`src/rtl/spi_receiver_if.sv`:
```
// SPI receiver bus interface.
// Groups the serial inputs (sclk, cs, mosi) and the word-level outputs
// (dout, valid, err, busy) of spi_receiver.
//   master : upstream transmitter / observer side (drives sclk, cs, mosi)
//   slave  : receiver side (drives dout, valid, err, busy)
interface spi_receiver_if #(
  parameter int unsigned WIDTH = 12
);
  logic             sclk;
  logic             cs;
  logic             mosi;
  logic [WIDTH-1:0] dout;
  logic             valid;
  logic             err;
  logic             busy;

  modport master (
    output sclk, cs, mosi,
    input  dout, valid, err, busy
  );

  modport slave (
    input  sclk, cs, mosi,
    output dout, valid, err, busy
  );
endinterface

```
`src/rtl/spi_receiver.sv`:
```
// SPI receiver (LSB first, capture on falling sclk), oversampled by clk.
// Ports:
//   clk   : system clock, all state updates on its rising edge
//   rst_n : asynchronous active-low reset
//   bus   : spi_receiver_if.slave
//           sclk/cs/mosi in (asynchronous to clk),
//           dout  : last complete word, held between frames
//           valid : one-clk pulse when dout updates
//           err   : one-clk pulse when a frame is aborted early
//           busy  : high while not idle
module spi_receiver #(
  parameter int unsigned WIDTH      = 12,
  parameter int unsigned SKIP_EDGES = 1
) (
  input logic           clk,
  input logic           rst_n,
  spi_receiver_if.slave bus
);
  localparam int unsigned BcW = $clog2(WIDTH + 1);
  // Skip counter runs 0..SKIP_EDGES-1
  localparam int unsigned SkW = (SKIP_EDGES > 1) ? $clog2(SKIP_EDGES) : 1;
  localparam logic [BcW-1:0] BcLast = BcW'(WIDTH - 1);
  localparam logic [SkW-1:0] SkLast = SkW'(SKIP_EDGES - 1);

  typedef enum logic [1:0] {StIdle, StSkip, StShift, StHold} state_e;

  // Synchronizers plus one extra stage of history for edge detection
  logic [1:0] r_sclk_sync, r_cs_sync, r_mosi_sync;
  logic       r_sclk_prev, r_cs_prev;

  state_e           r_state, w_state_d;
  logic [BcW-1:0]   r_bitcnt, w_bitcnt_d;
  logic [SkW-1:0]   r_skipcnt, w_skipcnt_d;
  logic [WIDTH-1:0] r_shreg, w_shreg_d;
  logic [WIDTH-1:0] r_dout, w_dout_d;
  logic             r_valid, w_valid_d;
  logic             r_err, w_err_d;

  logic w_sclk_fall, w_cs_fall, w_cs_rise, w_mosi;

  always_ff @(posedge clk or negedge rst_n) begin
    if (!rst_n) begin
      r_sclk_sync <= '0;
      r_cs_sync   <= '0;
      r_mosi_sync <= '0;
      r_sclk_prev <= 1'b0;
      r_cs_prev   <= 1'b0;
    end else begin
      r_sclk_sync <= {r_sclk_sync[0], bus.sclk};
      r_cs_sync   <= {r_cs_sync[0], bus.cs};
      r_mosi_sync <= {r_mosi_sync[0], bus.mosi};
      r_sclk_prev <= r_sclk_sync[1];
      r_cs_prev   <= r_cs_sync[1];
    end
  end

  assign w_sclk_fall = r_sclk_prev & ~r_sclk_sync[1];
  assign w_cs_fall   = r_cs_prev & ~r_cs_sync[1];
  assign w_cs_rise   = ~r_cs_prev & r_cs_sync[1];
  assign w_mosi      = r_mosi_sync[1];

  always_comb begin
    w_state_d   = r_state;
    w_bitcnt_d  = r_bitcnt;
    w_skipcnt_d = r_skipcnt;
    w_shreg_d   = r_shreg;
    w_dout_d    = r_dout;
    w_valid_d   = 1'b0;
    w_err_d     = 1'b0;
    unique case (r_state)
      StIdle: begin
        if (w_cs_fall) begin
          // Clear so an earlier aborted frame cannot leak into this word
          w_shreg_d   = '0;
          w_bitcnt_d  = '0;
          w_skipcnt_d = '0;
          w_state_d   = (SKIP_EDGES == 0) ? StShift : StSkip;
        end
      end
      StSkip: begin
        if (w_cs_rise) begin
          w_err_d   = 1'b1;
          w_state_d = StIdle;
        end else if (w_sclk_fall) begin
          if (r_skipcnt == SkLast) begin
            w_bitcnt_d = '0;
            w_state_d  = StShift;
          end else begin
            w_skipcnt_d = r_skipcnt + 1'b1;
          end
        end
      end
      StShift: begin
        // cs-rise wins over a coincident sclk edge
        if (w_cs_rise) begin
          w_err_d   = 1'b1;
          w_state_d = StIdle;
        end else if (w_sclk_fall) begin
          for (int i = 0; i < WIDTH; i++) begin
            if (r_bitcnt == BcW'(i)) w_shreg_d[i] = w_mosi;
          end
          w_bitcnt_d = r_bitcnt + 1'b1;
          if (r_bitcnt == BcLast) w_state_d = StHold;
        end
      end
      StHold: begin
        if (w_cs_rise) begin
          w_dout_d  = r_shreg;
          w_valid_d = 1'b1;
          w_state_d = StIdle;
        end
      end
      default: w_state_d = StIdle;
    endcase
  end

  always_ff @(posedge clk or negedge rst_n) begin
    if (!rst_n) begin
      r_state   <= StIdle;
      r_bitcnt  <= '0;
      r_skipcnt <= '0;
      r_shreg   <= '0;
      r_dout    <= '0;
      r_valid   <= 1'b0;
      r_err     <= 1'b0;
    end else begin
      r_state   <= w_state_d;
      r_bitcnt  <= w_bitcnt_d;
      r_skipcnt <= w_skipcnt_d;
      r_shreg   <= w_shreg_d;
      r_dout    <= w_dout_d;
      r_valid   <= w_valid_d;
      r_err     <= w_err_d;
    end
  end

  assign bus.dout  = r_dout;
  assign bus.valid = r_valid;
  assign bus.err   = r_err;
  assign bus.busy  = (r_state != StIdle);
endmodule

```
`src/flat_wrapper.sv`:
```
// flat-port wrapper written by rule: the top's interface ports become plain ports
module spi_receiver_flat 
#(
  parameter int unsigned WIDTH      = 12,
  parameter int unsigned SKIP_EDGES = 1
)
  (clk, rst_n, bus_sclk, bus_cs, bus_mosi, bus_dout, bus_valid, bus_err, bus_busy);
  spi_receiver_if #(.WIDTH(WIDTH)) bus_i ();
  input logic clk;
  input logic rst_n;
  input wire logic [$bits(bus_i.sclk)-1:0] bus_sclk;
  input wire logic [$bits(bus_i.cs)-1:0] bus_cs;
  input wire logic [$bits(bus_i.mosi)-1:0] bus_mosi;
  output wire logic [$bits(bus_i.dout)-1:0] bus_dout;
  output wire logic [$bits(bus_i.valid)-1:0] bus_valid;
  output wire logic [$bits(bus_i.err)-1:0] bus_err;
  output wire logic [$bits(bus_i.busy)-1:0] bus_busy;
  assign bus_i.sclk = bus_sclk;
  assign bus_i.cs = bus_cs;
  assign bus_i.mosi = bus_mosi;
  assign bus_dout = bus_i.dout;
  assign bus_valid = bus_i.valid;
  assign bus_err = bus_i.err;
  assign bus_busy = bus_i.busy;
  spi_receiver #(.WIDTH(WIDTH), .SKIP_EDGES(SKIP_EDGES)) u_core (.clk(clk), .rst_n(rst_n), .bus(bus_i));
endmodule
```
`config.mk`:
```
export PLATFORM = sky130hd
export DESIGN_NAME = spi_receiver_flat
export DESIGN_NICKNAME = d
export VERILOG_FILES = /design/src/rtl/spi_receiver_if.sv /design/src/rtl/spi_receiver.sv /design/src/flat_wrapper.sv
export SDC_FILE = /design/constraint.sdc
export NUM_CORES = 1
export LEC_CHECK = 0
export CORE_MARGIN = 5
export CORE_UTILIZATION = 50
export DETAILED_ROUTE_END_ITERATION = 12
export PLACE_DENSITY = 0.75
export REMOVE_ABC_BUFFERS = 1
export SLEW_MARGIN = 20
export SYNTH_ARGS = -nofsm -noshare
export SYNTH_HDL_FRONTEND = slang
export SYNTH_SLANG_ARGS = --single-unit
```
`constraint.sdc`:
```
create_clock -name clk -period 2.7 [get_ports clk]
set_clock_uncertainty 0.2 [all_clocks]
set_input_delay 0.81 -clock clk [delete_from_list [all_inputs] [get_ports clk]]
set_output_delay 0.81 -clock clk [all_outputs]
set_load 0.005 [all_outputs]
```
# Yosys cells after proc, flatten, opt, wreduce, memory -nomap -nowiden
# Cells that the tools add are included.
# word_totals
input_bits,5
output_inout_bits,15
register_bits,41
word_cells,131
# classes
addsub,2
n_mux,40
eq_ne,37
reduce_logical,23
bitwise_logic,6
# op_table
op,count
5-bit AND reduction,12
12-bit 2-to-1 mux,3
"2-bit by 1-bit inequality test with 1-bit output, second input constant",16
4-bit 2-to-1 mux,6
12-bit case mux with 2 select lines,1
1-bit 2-to-1 mux,19
"4-bit by 3-bit equality test with 1-bit output, second input constant",4
"4-bit equality test, second input constant",4
2-bit 2-to-1 mux,8
4-bit case mux with 3 select lines,1
"3-bit by 1-bit inequality test with 1-bit output, second input constant",3
"4-bit by 2-bit equality test with 1-bit output, second input constant",2
2-bit case mux with 4 select lines,1
7-bit AND reduction,1
"2-bit inequality test, second input constant",3
6-bit AND reduction,1
2-bit nonzero test,3
"4-bit by 1-bit adder with 4-bit output, second input constant",1
"2-bit equality test, second input constant",2
"4-bit by 1-bit equality test with 1-bit output, second input constant",1
4-bit logical NOT,1
4-bit AND reduction,1
1-bit AND,3
"3-bit inequality test, second input constant",1
8 further kinds,10

# Depth between registers and ports, before layout
# Gate-level depths: netlist of the first run.
# logic_depth
ltp_word,5
depth_mapped,7
mapped_depth_nobuf,6

# Worst setup path before layout of the first run
# OpenSTA, ideal clock, no wires.
# synth_path
path_kind,register to register
startpoint,reg u_core.r_state[0]
endpoint,reg u_core.r_shreg[0]
setup_slack_ns,0.677
required_ns,2.372
stages_incl_launch_ff,8
arrival_time_ns,1.696
cell_sequence,dfrtp_1 -> inv_1 -> ha_1 -> inv_4 -> nor3_4 -> buf_6 -> a41oi_1 -> mux2_1
# synth_between
elab_chain_len,3
elab_cells_between_ends,9
cone_classes,eq/ne: 5; mux: 1; reduce/logical: 3
# synth_rtl
element,line_no,rtl
from (decl),spi_receiver.sv:31,"state_e r_state, w_state_d;"
from (signal assigned),spi_receiver.sv:119,r_state <= StIdle;
from (signal assigned),spi_receiver.sv:127,r_state <= w_state_d;
2-bit equality test / 2-bit logical NOT (equally long branches),spi_receiver.sv:70,unique case (r_state)
2-bit by 1-bit inequality test with 1-bit output (no source line) (tied with other cells),--,
5-bit AND reduction (no source line),--,
to (signal assigned),spi_receiver.sv:130,r_shreg <= w_shreg_d;
to (decl),spi_receiver.sv:34,"logic [WIDTH-1:0] r_shreg, w_shreg_d;"
# Several ways; a longest one is shown, not always the timed one.
# A chain may end at the register's enable or synchronous reset.

# Worst setup path in the final report of the first run
# layout_path
startpoint,reg u_core.r_state[0]
endpoint,out bus_busy
# layout_between
elab_chain_len,1
# layout_rtl
element,line_no,rtl
2-bit nonzero test,spi_receiver.sv:140,assign bus.busy = (r_state != StIdle);
to (decl),flat_wrapper.sv:17,output wire logic [$bits(bus_i.busy)-1:0] bus_busy;
# Every way passes these cells.

==> out/qor.yml, run 1 <==
grt-ovfl-total: 0
setup_viol_count_final: 0
layout.nets: 181
track_usage_pct: 15.31
routed_wirelength_um: 3331
drc: 0
fin_cells: 215
avgSynthCellArea_um2: 13.47
setup_tns_ns: 0
htreeDepth: 2
design_area_mm2: 0.002230
die_h_um: 71.86
clockBufferDepth: 2
post-dp-hpwl_um: 2538
grt_setup_unrepaired: "false"
routed_via_density: 5.502
area_delta_synth_final_pct: 16.55
clock-sinks: 40
die_x_um: 71.86
place_inst: 207
grt_pass1_wl_um: 5982
fin_crit_sh_pct: 95.53
relSlewSlack_pct: 44.00
seqPwrFrac_pct: 44.6
placement.cell_area_mm2: 0.002133
die_area_mm2: 0.005163
wl_per_cell_um: 15.49
syn_area_mm2: 0.001913
postCtsHoldBufs: 0
clk_pin_slew_ns: 0.07
ant_nets: 0
cts_root_buffer: "clkbuf_8"
startpoint_type: "flop"
gp_congestion: 0.8088
grt_max_degree: 41
start_util_pct: 51.87
hold_path.class: "flop to flop"
grt_pass1_vias: 1311
yosys_warnings: 0
fmax_mhz: 387.7
ys_seq_area_share_pct: 52.32
drive_gt1_share_pct: 19.76
p_per_area_mw_per_mm2: 788.1
hold_violations: 0
vias: 1183
cap_violations: 0
p_sw_share_pct: 30.87
cell_internal_pwr_mw: 1.215
rows: 22
initialDrtViolationCount: 46
clk_latency_ns: 0.29
worst_slew_pin_slew_ns: 0.8400
dr.pass1.iters: 4
power_frac_clock_pct: 23.1
ys_types: 37
ios: 20
status: "finished, final reports clean"
min_period_ns: 2.579
ir_worst_vdd_mv: 0.4895
diodes: 0
switching_power_uw: 542.5
post_cts_buffers: 0
io_buffers: 19
combPwrFrac_pct: 32.3
cts_buffers: 5
tritoncts: "done"
syn_inst: 142
crit_fanout: 5
antenna_found_initial: 0
required_ns: 1.69
cp-end-kind: "output port"
ys_ff_latch: 40
core_mm2: 0.003689
path_class: "flop to output port"
final_max_slew_viol_count: 0
arrival_ns: 1.57
leakage_nw: 1.035
## Yosys cell counts
cell type      instances  area [µm²]
dfrtp_1               40        1001
mux2_1                15       168.9
a21oi_1               11       55.05
mux2_2                11       123.9
ha_1                  10       125.1
inv_1                  7       26.28
a41oi_1                4       35.03
nand2_1                4       15.01
a22o_1                 3       26.28
buf_6                  3       33.78
nand3b_1               3       22.52
nor2_1                 3       11.26
a2111oi_4              2       55.05
nand3_1                2       10.01
nor2b_1                2       12.51
a2111oi_2              1       15.01
a211o_1                1       8.760
a31oi_1                1       6.260
a41o_1                 1       10.01
and2_1                 1       6.260
and2_2                 1       7.510
and4b_1                1       10.01
buf_2                  1       5.000
dlygate4sd1_1          1       8.760
inv_4                  1       6.260
mux2i_1                1       10.01
nand2b_1               1       6.260
nand2b_2               1       8.760
nand2b_4               1       13.76
nor3_1                 1       5.000
nor3_4                 1       16.27
nor3b_2                1       12.51
o21ai_0                1       5.000
o21ai_1                1       5.000
o21ai_2                1       8.760
o221ai_1               1       8.760
o31ai_1                1       7.510
## sequential cells by signal, summed over array words and instances, names as in the netlist
register	flops
u_core.r_state	2
u_core.r_sclk_prev	1
u_core.bus.err	1
u_core.r_cs_sync	2
u_core.r_bitcnt	4
u_core.r_cs_prev	1
u_core.r_mosi_sync	2
u_core.r_shreg	12
u_core.bus.dout	12
u_core.r_sclk_sync	2
u_core.bus.valid	1
## path summary, 6_finish.rpt
check                                         startpoint                             end  slack, ns  cells after the start
hold reg to reg            u_core.r_cs_sync[0]$_DFF_PN0_   u_core.r_cs_sync[1]$_DFF_PN0_       0.16                      0
hold / removal             u_core.r_cs_sync[0]$_DFF_PN0_   u_core.r_cs_sync[1]$_DFF_PN0_       0.16                      0
setup / recovery           u_core.r_state[0]$_DFFE_PN0P_                        bus_busy       0.12                      4
min in group asynchronous                          rst_n      u_core.bus.valid$_DFF_PN0_       0.41                      1
setup reg to reg              u_core.r_cs_prev$_DFF_PN0_  u_core.bus.dout[3]$_DFFE_PN0P_       0.53                      3
max in group asynchronous                          rst_n   u_core.r_shreg[7]$_DFFE_PN0P_       1.36                      1
## logic make-up (layout without fill, tap and decap cells)
family | count (synthesis) | count (layout) | synth area share, %
AO/OA/AOI/OAI | 29 | 29 | 12.88
adder cells (fa/ha/maj) | 10 | 10 | 6.540
multiplexers | 27 | 27 | 15.83
AND/OR/NAND/NOR | 23 | 23 | 8.241
flip-flops | 40 | 40 | 52.32
buffers and inverters | 13 | 38 | 4.186
## area by class of cell
| class | instances | area, µm² |
|---|---|---|
| Clock buffer | 7 | 86.33 |
| Clock inverter | 1 | 7.507 |
| Fill cell | 318 | 1459 |
| Sequential cell | 40 | 1001 |
| Tap cell | 48 | 60.06 |
| Timing Repair Buffer | 22 | 207.7 |
| Multi-Input combinational cell | 89 | 834.6 |
| Inverter | 8 | 32.53 |
## power groups by stage
stage / Clock, mW / Combinational (mW) / Sequential, mW
after floorplan: 0 / 0.335 / 0.786
after global placement: 0 / 0.545 / 0.787
after detailed placement: 0 / 0.575 / 0.798
after CTS: 0.414 / 0.577 / 0.786
after global routing: 0.453 / 0.631 / 0.800
final: 0.405 / 0.568 / 0.784
## metrics by stage
stage               power [mW]  setup slack, ns  hold WS [ns]  utilization [%]
floorplan                1.121           0.5691        0.1312                -
global placement         1.332           0.4256        0.1325            57.84
detailed placement       1.373           0.3742        0.1426            57.84
CTS                      1.777          0.04822        0.1600            60.38
global route             1.884          0.01330        0.1715            60.45
finish                   1.757           0.1208        0.1559            60.45
## layout by cell type (no fill, tap or decap), drive strengths merged, types with 4 or more instances in the layout
cell and instances:
a21oi 11, a41oi 4, buf 4, clkbuf 7
clkdlybuf4s50 18, dfrtp 40, ha 10, inv 8
mux2 26, nand2 4
## routing by layer
metal | vias up | part of all wire [%] | GRT usage (%)
met5 | - | 0 | 0
met4 | 0 | 1.5 | 7.307
met3 | 6 | 5.8 | 5.891
met2 | 36 | 53 | 25.20
met1 | 585 | 40 | 17.43
li1 | 556 | - | -
## worst max-delay path, cell delays in order (launching register included)
cell,delay [ns]
dfrtp_1,0.40
inv_1,0.15
ha_2,0.24
inv_4,0.05
clkdlybuf4s50_1,0.44
## what timing repair did
item / CTS / global route
endpoints found under the setup margin: 0 / 1
endpoints found under the hold margin: 0 / 0
gates resized for setup: 0 / 1
(Power assumes the default switching activity.)
==> inputs of run 2 (changes only) <==
--- a/config.mk
+++ b/config.mk
@@ -7,8 +7,9 @@
 export LEC_CHECK = 0
 export CORE_MARGIN = 5
 export CORE_UTILIZATION = 50
+export CTS_CLUSTER_DIAMETER = 30
 export DETAILED_ROUTE_END_ITERATION = 12
-export PLACE_DENSITY = 0.75
+export PLACE_DENSITY = 0.78
 export REMOVE_ABC_BUFFERS = 1
 export SLEW_MARGIN = 20
 export SYNTH_ARGS = -nofsm -noshare
==> constraint.sdc (replaced) <==
create_clock -name clk -period 2.1 [get_ports clk]
set_clock_uncertainty 0.2 [all_clocks]
set_input_delay 0.63 -clock clk [delete_from_list [all_inputs] [get_ports clk]]
set_output_delay 0.63 -clock clk [all_outputs]
set_load 0.005 [all_outputs]
==> out/qor.yml, run 2 (same netlist as run 1, synthesis figures left out) <==
hold_path.class: "input pin to async pin"
initialDrtViolationCount: 103  # +120%
worst_slew_pin_slew_ns: 0.4823  # -0.3577 ns
cp_slowest_cell: "dfrtp_1"
core_mm2: 0.003689  # unchanged
antenna_found_initial: 0  # unchanged
p_per_area_mw_per_mm2: 1015  # +29%
clk_latency_ns: 0.29  # about the same
status: "finished, final reports clean"
startpoint_type: "flop"
leakage_nw: 1.106  # +6.8%
final_cell_mix: "dfrtp_1 (40), clkdlybuf4s50_1 (17), mux2_1 (14)"
regArea_mm2: 0.001001  # unchanged
worstPathCellList: "inv_2, buf_6, ha_4, nand3b_1, a2111oi_4, a21oi_1, mux2_1"
io_buffers: 19  # unchanged
drc: 0  # unchanged
crit_buf_inv: 2  # -1
gp_congestion: 0.8307  # +2.7%
cpPeakStageDelay_ns: 0.40  # -0.04 ns
fin_crit_sh_pct: 98.46
diodes: 0  # unchanged
final_common_cell: "dfrtp_1"
final_max_slew_viol_count: 0  # unchanged
design_area_mm2: 0.002399  # +7.6%
rows: 22  # unchanged
relSlewSlack_pct: 67.79  # +24 points
grt_setup_unrepaired: "true"
clock-sinks: 40  # unchanged
layout.nets: 193  # +6.6%
tritoncts: "done"
clk_pin_slew_ns: 0.08  # about the same
hold_violations: 0  # unchanged
start_util_pct: 51.87  # unchanged
required_ns: 2.07  # +0.38 ns
place_inst: 213  # +2.9%
die_x_um: 71.86  # unchanged
fmax_mhz: 483.6
n_fill_cell: 273  # -14%
grt-ovfl-total: 0  # unchanged
die_area_mm2: 0.005163  # unchanged
grt_pass1_vias: 1363  # +4.0%
routed_via_density: 5.604  # +1.8%
track_usage_pct: 16.47  # +1.2 points
grt_max_degree: 22  # -46%
dr.pass1.iters: 4  # unchanged
cp_top_family: "compound AO/OA/AOI/OAI gates"
fin_cells: 227  # +5.6%
postCtsHoldBufs: 0  # unchanged
setup_viol_count_final: 0  # unchanged
ir_worst_vdd_mv: 0.6381  # +30%
final_util_pct: 65.03  # +4.6 points
drive_gt1_share_pct: 29.05  # +9.3 points
placement.cell_area_mm2: 0.002203  # +3.3%
post-dp-hpwl_um: 2655  # +4.6%
vias: 1272  # +7.5%
setup_tns_ns: 0  # unchanged
htreeDepth: 2  # unchanged
arrival_ns: 2.04  # +0.47 ns
ios: 20  # unchanged
clockBufferDepth: 2  # unchanged
cap_violations: 0  # unchanged
area_delta_synth_final_pct: 25.38
die_h_um: 71.86  # unchanged
cts_root_buffer: "clkbuf_8"
multi_input_area_um2: 889.6  # +6.6%
ant_nets: 0  # unchanged
min_period_ns: 2.068
cp-end-kind: "flop"
crit_fanout: 4  # -1
grt_pass1_wl_um: 6520  # +9.0%
path_class: "flop to flop"
wl_per_cell_um: 17.03  # +9.9%
routed_wirelength_um: 3865  # +16%
cts_buffers: 5  # unchanged
## run 2: final cells by class
class / instances / area share, %
clock buffer: 7 / 3.182
clock inverter: 1 / 0.3652
inverter: 8 / 1.356
multi-input combinational: 89 / 37.09
sequential: 40 / 41.73
tap: 48 / 2.504
timing repair buffer: 34 / 13.77
## run 2: worst paths after layout
kind / to / startpoint / cells after the start / slack (ns)
setup / recovery: u_core.r_shreg[9]$_DFFE_PN0P_ / u_core.r_state[0]$_DFFE_PN0P_ / 7 / 0.03
hold / removal: u_core.bus.dout[0]$_DFFE_PN0P_ / rst_n / 1 / 0.08
setup reg to reg: u_core.r_shreg[9]$_DFFE_PN0P_ / u_core.r_state[0]$_DFFE_PN0P_ / 7 / 0.03
hold reg to reg: u_core.r_cs_sync[1]$_DFF_PN0_ / u_core.r_cs_sync[0]$_DFF_PN0_ / 0 / 0.16
max in group asynchronous: u_core.r_mosi_sync[0]$_DFF_PN0_ / rst_n / 2 / 1.16
min in group clk: u_core.r_cs_sync[1]$_DFF_PN0_ / u_core.r_cs_sync[0]$_DFF_PN0_ / 0 / 0.16
## run 2: power breakdown
part	leakage, nW	internal, mW	switching [mW]
Combinational	0.530	0.497	0.435
Sequential	0.533	0.923	0.0843
Clock	0.0424	0.237	0.258
Total	1.11	1.66	0.778
## run 2: timing repair
action	in CTS	in global routing
endpoints found under the setup margin	1	14
buffers inserted	2	5
pin swaps	2	7
resized for setup	7	10
## run 2: worst register-to-register path, stage by stage, from the launching register on
cell and delay [ns]:
dfrtp_1 0.40, inv_2 0.09, buf_6 0.12, ha_4 0.14, nand3b_1 0.13, a2111oi_4 0.40
a21oi_1 0.13, mux2_1 0.32
## run 2: metrics by stage
stage | hold WS (ns) | worst slack [ns] | power, mW
5_1_grt | 0.09850 | -0.03526 | 2.592
3_5_place_dp | 0.1450 | -0.01527 | 1.803
3_3_place_gp | 0.1342 | 0.05231 | 1.754
4_1_cts | 0.08917 | 0.002753 | 2.349
6_report | 0.07866 | 0.03238 | 2.435
2_1_floorplan | 0.1312 | -0.03093 | 1.441
## run 2: layer usage
| layer | global-route usage, % | vias up | part of all wire [%] |
|---|---|---|---|
| met3 | 4.909 | 10 | 4.8 |
| met4 | 7.307 | 0 | 2.6 |
| met2 | 28.06 | 32 | 52 |
| li1 | - | 581 | - |
| met5 | 0 | - | 0 |
| met1 | 19.09 | 649 | 41 |
